File: config.mk
export PLATFORM = sky130hd
export DESIGN_NAME = fetch_stage_flat
export DESIGN_NICKNAME = d
export VERILOG_FILES = /design/src/rtl/fetch_stage_if.sv /design/src/rtl/fetch_stage.sv /design/src/flat_wrapper.sv
export SDC_FILE = /design/constraint.sdc
export NUM_CORES = 1
export LEC_CHECK = 0
export ABC_AREA = 1
export BUFFER_PORTS_ARGS = -buffer_cell sky130_fd_sc_hd__buf_4
export CAP_MARGIN = 5
export CORE_MARGIN = 2
export CORE_UTILIZATION = 46
export CTS_CLUSTER_DIAMETER = 100
export DETAILED_ROUTE_END_ITERATION = 10
export PLACE_DENSITY_LB_ADDON = 0.12
export SETUP_SLACK_MARGIN = 0.1
export SYNTH_ARGS = -nofsm -noshare
export SYNTH_HDL_FRONTEND = slang
export SYNTH_SLANG_ARGS = --single-unit
File: constraint.sdc
create_clock -name clk -period 1.8 [get_ports clk]
set_input_delay 0.09 -clock clk [delete_from_list [all_inputs] [get_ports clk]]
set_output_delay 0.09 -clock clk [all_outputs]
set_load 0.01 [all_outputs]
File: src/rtl/fetch_stage_if.sv
// Instruction-memory request/response bundle between the fetch stage and imem.
// master = fetch stage (drives request + address), slave = instruction memory.
interface fetch_stage_if;
  logic        imem_req;
  logic [31:0] PCF;
  logic        imem_ack;
  logic [31:0] InstrF;

  modport master (output imem_req, PCF, input imem_ack, InstrF);
  modport slave  (input imem_req, PCF, output imem_ack, InstrF);
endinterface

File: src/rtl/fetch_stage.sv
// Fetch stage: owns PCF, the imem request handshake (RUN/WAIT/DROP) and the
// F/D pipeline register. Optional perf counters under `ifdef FETCH_PERF_EN.
module fetch_stage #(
  parameter logic [31:0] RESET_PC  = 32'h0000_0000,
  parameter logic [31:0] NOP_INSTR = 32'h0000_0000
) (
  input  logic         clk,
  input  logic         reset,
  input  logic         StallF,
  input  logic         StallD,
  input  logic         FlushD,
  input  logic         PCSrcW,
  input  logic [31:0]  ResultW,
  input  logic         BranchTakenE,
  input  logic [31:0]  ALUResultE,
  fetch_stage_if.master imem,
  output logic [31:0]  InstrD,
  output logic [31:0]  PCPlus8D,
  output logic         ValidD,
  output logic         FetchBusy
`ifdef FETCH_PERF_EN
  ,
  output logic [15:0]  FetchCount,
  output logic [15:0]  BubbleCount
`endif
);

  typedef enum logic [1:0] {RUN = 2'd0, WAIT = 2'd1, DROP = 2'd2} state_t;

  state_t      state;
  logic [31:0] pc, pc_plus4, pc_plus8, target;
  logic        redirect, req, fetch_done, fd_load, fd_bubble;

  // Writeback redirect is older than the execute one, so it wins.
  assign redirect = PCSrcW | BranchTakenE;
  assign target   = PCSrcW ? ResultW : ALUResultE;
  assign pc_plus4 = pc + 32'd4;
  assign pc_plus8 = pc + 32'd8;

  // Request is live in RUN unless stalled, always in WAIT, never in DROP.
  always_comb begin
    req = 1'b0;
    case (state)
      RUN:     req = !StallF;
      WAIT:    req = 1'b1;
      default: req = 1'b0;
    endcase
  end

  // DROP has req=0, so its stale ack never counts as a completed fetch.
  assign fetch_done    = req & imem.imem_ack;
  assign imem.imem_req = req & ~reset;
  assign imem.PCF      = pc;
  assign FetchBusy     = (state != RUN);

  // Redirect/flush bubble beats stall hold beats load; idle cycles bubble.
  assign fd_load   = !FlushD && !redirect && !StallD && fetch_done;
  assign fd_bubble = FlushD || redirect || (!StallD && !fetch_done);

  // PC and handshake FSM. An unanswered request that gets redirected moves
  // to DROP so its late response is swallowed rather than decoded.
  always_ff @(posedge clk) begin
    if (reset) begin
      state <= RUN;
      pc    <= RESET_PC;
    end else begin
      if (redirect)                  pc <= target;
      else if (fetch_done && !StallF) pc <= pc_plus4;

      case (state)
        RUN:     if (req && !imem.imem_ack) state <= redirect ? DROP : WAIT;
        WAIT:    if (imem.imem_ack)         state <= RUN;
                 else if (redirect)         state <= DROP;
        DROP:    if (imem.imem_ack)         state <= RUN;
        default:                            state <= RUN;
      endcase
    end
  end

  // F/D register; PCPlus8D keeps its last value across bubbles.
  always_ff @(posedge clk) begin
    if (reset) begin
      InstrD   <= NOP_INSTR;
      PCPlus8D <= 32'd0;
      ValidD   <= 1'b0;
    end else if (fd_load) begin
      InstrD   <= imem.InstrF;
      PCPlus8D <= pc_plus8;
      ValidD   <= 1'b1;
    end else if (fd_bubble) begin
      InstrD   <= NOP_INSTR;
      ValidD   <= 1'b0;
    end
  end

`ifdef FETCH_PERF_EN
  // Saturating counts of real instructions and bubbles written into D.
  always_ff @(posedge clk) begin
    if (reset) begin
      FetchCount  <= 16'd0;
      BubbleCount <= 16'd0;
    end else begin
      if (fd_load && FetchCount != 16'hFFFF)    FetchCount  <= FetchCount + 16'd1;
      if (fd_bubble && BubbleCount != 16'hFFFF) BubbleCount <= BubbleCount + 16'd1;
    end
  end
`endif

endmodule

File: src/flat_wrapper.sv
// flat-port wrapper written by rule: the top's interface ports become plain ports
module fetch_stage_flat 
#(
  parameter logic [31:0] RESET_PC  = 32'h0000_0000,
  parameter logic [31:0] NOP_INSTR = 32'h0000_0000
)
  (clk, reset, StallF, StallD, FlushD, PCSrcW, ResultW, BranchTakenE, ALUResultE, InstrD, PCPlus8D, ValidD, FetchBusy, imem_imem_req, imem_PCF, imem_imem_ack, imem_InstrF);
  fetch_stage_if imem_i ();
  input  logic clk;
  input  logic reset;
  input  logic StallF;
  input  logic StallD;
  input  logic FlushD;
  input  logic PCSrcW;
  input  logic [31:0] ResultW;
  input  logic BranchTakenE;
  input  logic [31:0] ALUResultE;
  output logic [31:0] InstrD;
  output logic [31:0] PCPlus8D;
  output logic ValidD;
  output logic FetchBusy;
  output wire logic [$bits(imem_i.imem_req)-1:0] imem_imem_req;
  output wire logic [$bits(imem_i.PCF)-1:0] imem_PCF;
  input wire logic [$bits(imem_i.imem_ack)-1:0] imem_imem_ack;
  input wire logic [$bits(imem_i.InstrF)-1:0] imem_InstrF;
  assign imem_imem_req = imem_i.imem_req;
  assign imem_PCF = imem_i.PCF;
  assign imem_i.imem_ack = imem_imem_ack;
  assign imem_i.InstrF = imem_InstrF;
  fetch_stage #(.RESET_PC(RESET_PC), .NOP_INSTR(NOP_INSTR)) u_core (.clk(clk), .reset(reset), .StallF(StallF), .StallD(StallD), .FlushD(FlushD), .PCSrcW(PCSrcW), .ResultW(ResultW), .BranchTakenE(BranchTakenE), .ALUResultE(ALUResultE), .imem(imem_i), .InstrD(InstrD), .PCPlus8D(PCPlus8D), .ValidD(ValidD), .FetchBusy(FetchBusy));
endmodule
==> impl_metrics.csv <==
group,metric,value,unit
power_and_ir_drop,p_per_area,693,nW/µm²
clock_tree,cts_buffer_depth,2,
sta,worst_pin_slew,505,ps
global_route,grt_pass1_wl,27200,µm
critical_path,crit_arrival,1870,ps
placement,port_buffers,202,
critical_path,criticalPathCategory,"reg2reg",
sta,period_minus_slack,1640,ps
yosys,syn-instance-count,844,
power_and_ir_drop,p_sw,1.40,mW
cells_and_area,n_fill_cell,1057,
global_route,grt_pass1_vias,5544,
floorplanning,io_pins,203,
clock_tree,cts_tree,"yes",
cells_and_area,finalNetCount,1172,
critical_path,worstPathRequired,2030,ps
power_and_ir_drop,combPwrFrac,0.176,
floorplanning,dieArea,12500,µm²
yosys,yosysSeqAreaShare,0.370,
routing,avgRoutedWirePerCell,14.2,µm
critical_path,crit_fanout,4,
global_route,grt_max_degree,53,
routing,vias,6104,
sta,finalSetupViolations,0,
global_route,antenna_found_initial,0,
global_route,grt.overflow.total,0,
sta,finalHoldViolCount,0,
power_and_ir_drop,pwr-share-seq,0.443,
critical_path,cp-end-kind,"flop",
floorplanning,fp-row-count,39,
cells_and_area,drive_above_1_share,0.265,
sta,rsz0062_at_grt,"true",
cells_and_area,final_common_cell,"buf_4",
yosys,synth_area,5360,µm²
routing,via_per_inst,5.03,
floorplanning,die_w,112,µm
routing,drt-total-wl,17200,µm
clock_tree,cts_buffers,9,
sta,drv_slew,0,
cells_and_area,layout_common_cells,"236 x buf_4, 193 x nand2_1, 127 x nor2_1",
yosys,syn_area_per_cell,6.35,µm²
sta,skew,7.68,ps
run_status,status,"complete, no violations",
min_path,hold_path.class,"in2reg",
sta,setup_tns,0,ps
floorplanning,initial_utilization,0.471,
yosys,yosys_warnings,0,
power_and_ir_drop,internal-power,3.95,mW
clock_tree,cts_setup_buffers,0,
yosys,synth_cell_types,29,
power_and_ir_drop,p_clk_frac,0.381,
sta,timing.fmax,609,MHz
clock_tree,clk_pin_slew_worst_paths,60,ps
floorplanning,core_area,11400,µm²
sta,finalCritPeriodShare,0.912,
sta,relSlewSlack,0.663,
yosys,ys_ff_latch,99,
routing,antenna_left,0,
critical_path,worst_setup_path_start_kind,"flop",
routing,first_pass_iters,5,
cells_and_area,areaGrowthSynthToFinish,44.3,%
power_and_ir_drop,leakagePower,3.45,nW
routing,drc,0,
flow_run,cap_violations,0,
global_route,track_usage,0.264,
placement,place.gp.congestion,0.886,
routing,drt_iter0_markers,494,
power_and_ir_drop,peakVddDrop,0.488,mV
cells_and_area,diodes,0,
floorplanning,die_h,112,µm
yosys,synth_nets,950,
clock_tree,cts-root-buf,"clkbuf_16",
placement,dp_hpwl,12300,µm
clock_tree,htree_levels,3,
clock_tree,clk_latency,350,ps
cells_and_area,utilization,0.680,
clock_tree,clock_sinks,99,
power_and_ir_drop,swShare,0.262,
area by class of cell:
class,instances,area [µm²],area share
multi-input cells,621,2920,0.378
clock buffers,10,229,0.0296
well taps,143,179,0.0231
inverters,76,288,0.0372
repair buffers,259,2050,0.265
flip-flops and latches,99,1990,0.257
clock inverters,5,78.8,0.0102
cells by family after synthesis:
| group | count (synthesis) | synth area share |
|---|---|---|
| fa+ha+maj | 2 | 0.00467 |
| flops | 99 | 0.370 |
| simple gates | 391 | 0.294 |
| xor+xnor | 24 | 0.0392 |
| compound gates | 204 | 0.195 |
| buf+inv | 124 | 0.0971 |
sequential cells by signal, indices dropped and copies added (netlist names):
name	flops
u_core.state	2
u_core.InstrD	32
u_core.PCPlus8D	32
u_core.imem.PCF	32
u_core.ValidD	1
repair_timing:
action,in CTS,in global routing
cloned,0,1
resized for setup,3,23
hold buffers,18,0
setup endpoints to repair,9,58
pin swaps,0,1
hold endpoints to repair,18,0
critical path: stages, from the launching register on:
cell,delay [ps]
dfxtp_2,370
ha_2,230
nand3_1,110
nor2_1,180
inv_1,100
nor2_1,230
nor2_1,70
o21ai_0,160
a21oi_1,80
routing by layer:
metal / global-route usage / wire length [µm] / up-vias
li1: - / - / 3157
met1: 0.362 / 7780 / 2684
met2: 0.430 / 7790 / 246
met3: 0.0397 / 1330 / 17
met4: 0.0813 / 273 / 0
met5: 0 / 0 / -
worst paths after layout:
kind                      startpoint             endpoint  slack [ps]  cells past startpoint
setup / recovery  u_core.imem.PCF[3]  u_core.imem.PCF[12]         160                      8
hold / removal       imem_InstrF[14]    u_core.InstrD[14]           4                      3
setup reg to reg  u_core.imem.PCF[3]  u_core.imem.PCF[12]         160                      8
hold reg to reg    u_core.InstrD[14]    u_core.InstrD[14]         460                      2
metrics by stage:
step	power, mW	instances	setup slack (ps)	cell area [µm²]	hold WS [ps]
after floorplan	2.82	844	158	5360	233
after global placement	3.30	1179	76.5	7140	340
after detailed placement	3.31	1179	0.234	7140	352
after CTS	5.37	1212	66.5	7640	0.569
after global routing	5.58	1213	60.5	7730	11.7
final	5.35	1213	158	7730	3.79
cell usage after synthesis:
cell / number / area (µm²)
a211oi_1: 1 / 7.51
a21oi_1: 96 / 480
a31oi_1: 11 / 68.8
buf_1: 1 / 3.75
buf_2: 10 / 50.1
buf_4: 5 / 37.5
buf_6: 3 / 33.8
clkbuf_1: 28 / 105
clkbuf_2: 1 / 5.00
dfxtp_1: 99 / 1980
ha_1: 2 / 25.0
inv_1: 75 / 282
inv_2: 1 / 3.75
nand2_1: 195 / 732
nand3_1: 43 / 215
nand3b_1: 3 / 22.5
nand4_1: 4 / 25.0
nor2_1: 136 / 510
nor2_2: 5 / 31.3
nor2_4: 2 / 22.5
nor3_1: 1 / 5.00
o2111ai_1: 1 / 8.76
o211ai_1: 1 / 7.51
o21ai_0: 90 / 450
o21ai_1: 3 / 15.0
o22ai_1: 1 / 6.26
or2_2: 2 / 12.5
xnor2_1: 10 / 87.6
xor2_1: 14 / 123
power by group through the flow:
stage | Sequential, mW | Clock, mW | Combinational (mW)
4_1_cts | 2.36 | 2.08 | 0.932
3_3_place_gp | 2.41 | 0 | 0.889
3_5_place_dp | 2.41 | 0 | 0.893
6_report | 2.37 | 2.04 | 0.944
2_1_floorplan | 2.44 | 0 | 0.381
5_1_grt | 2.38 | 2.17 | 1.03
(Power assumes the default switching activity.)
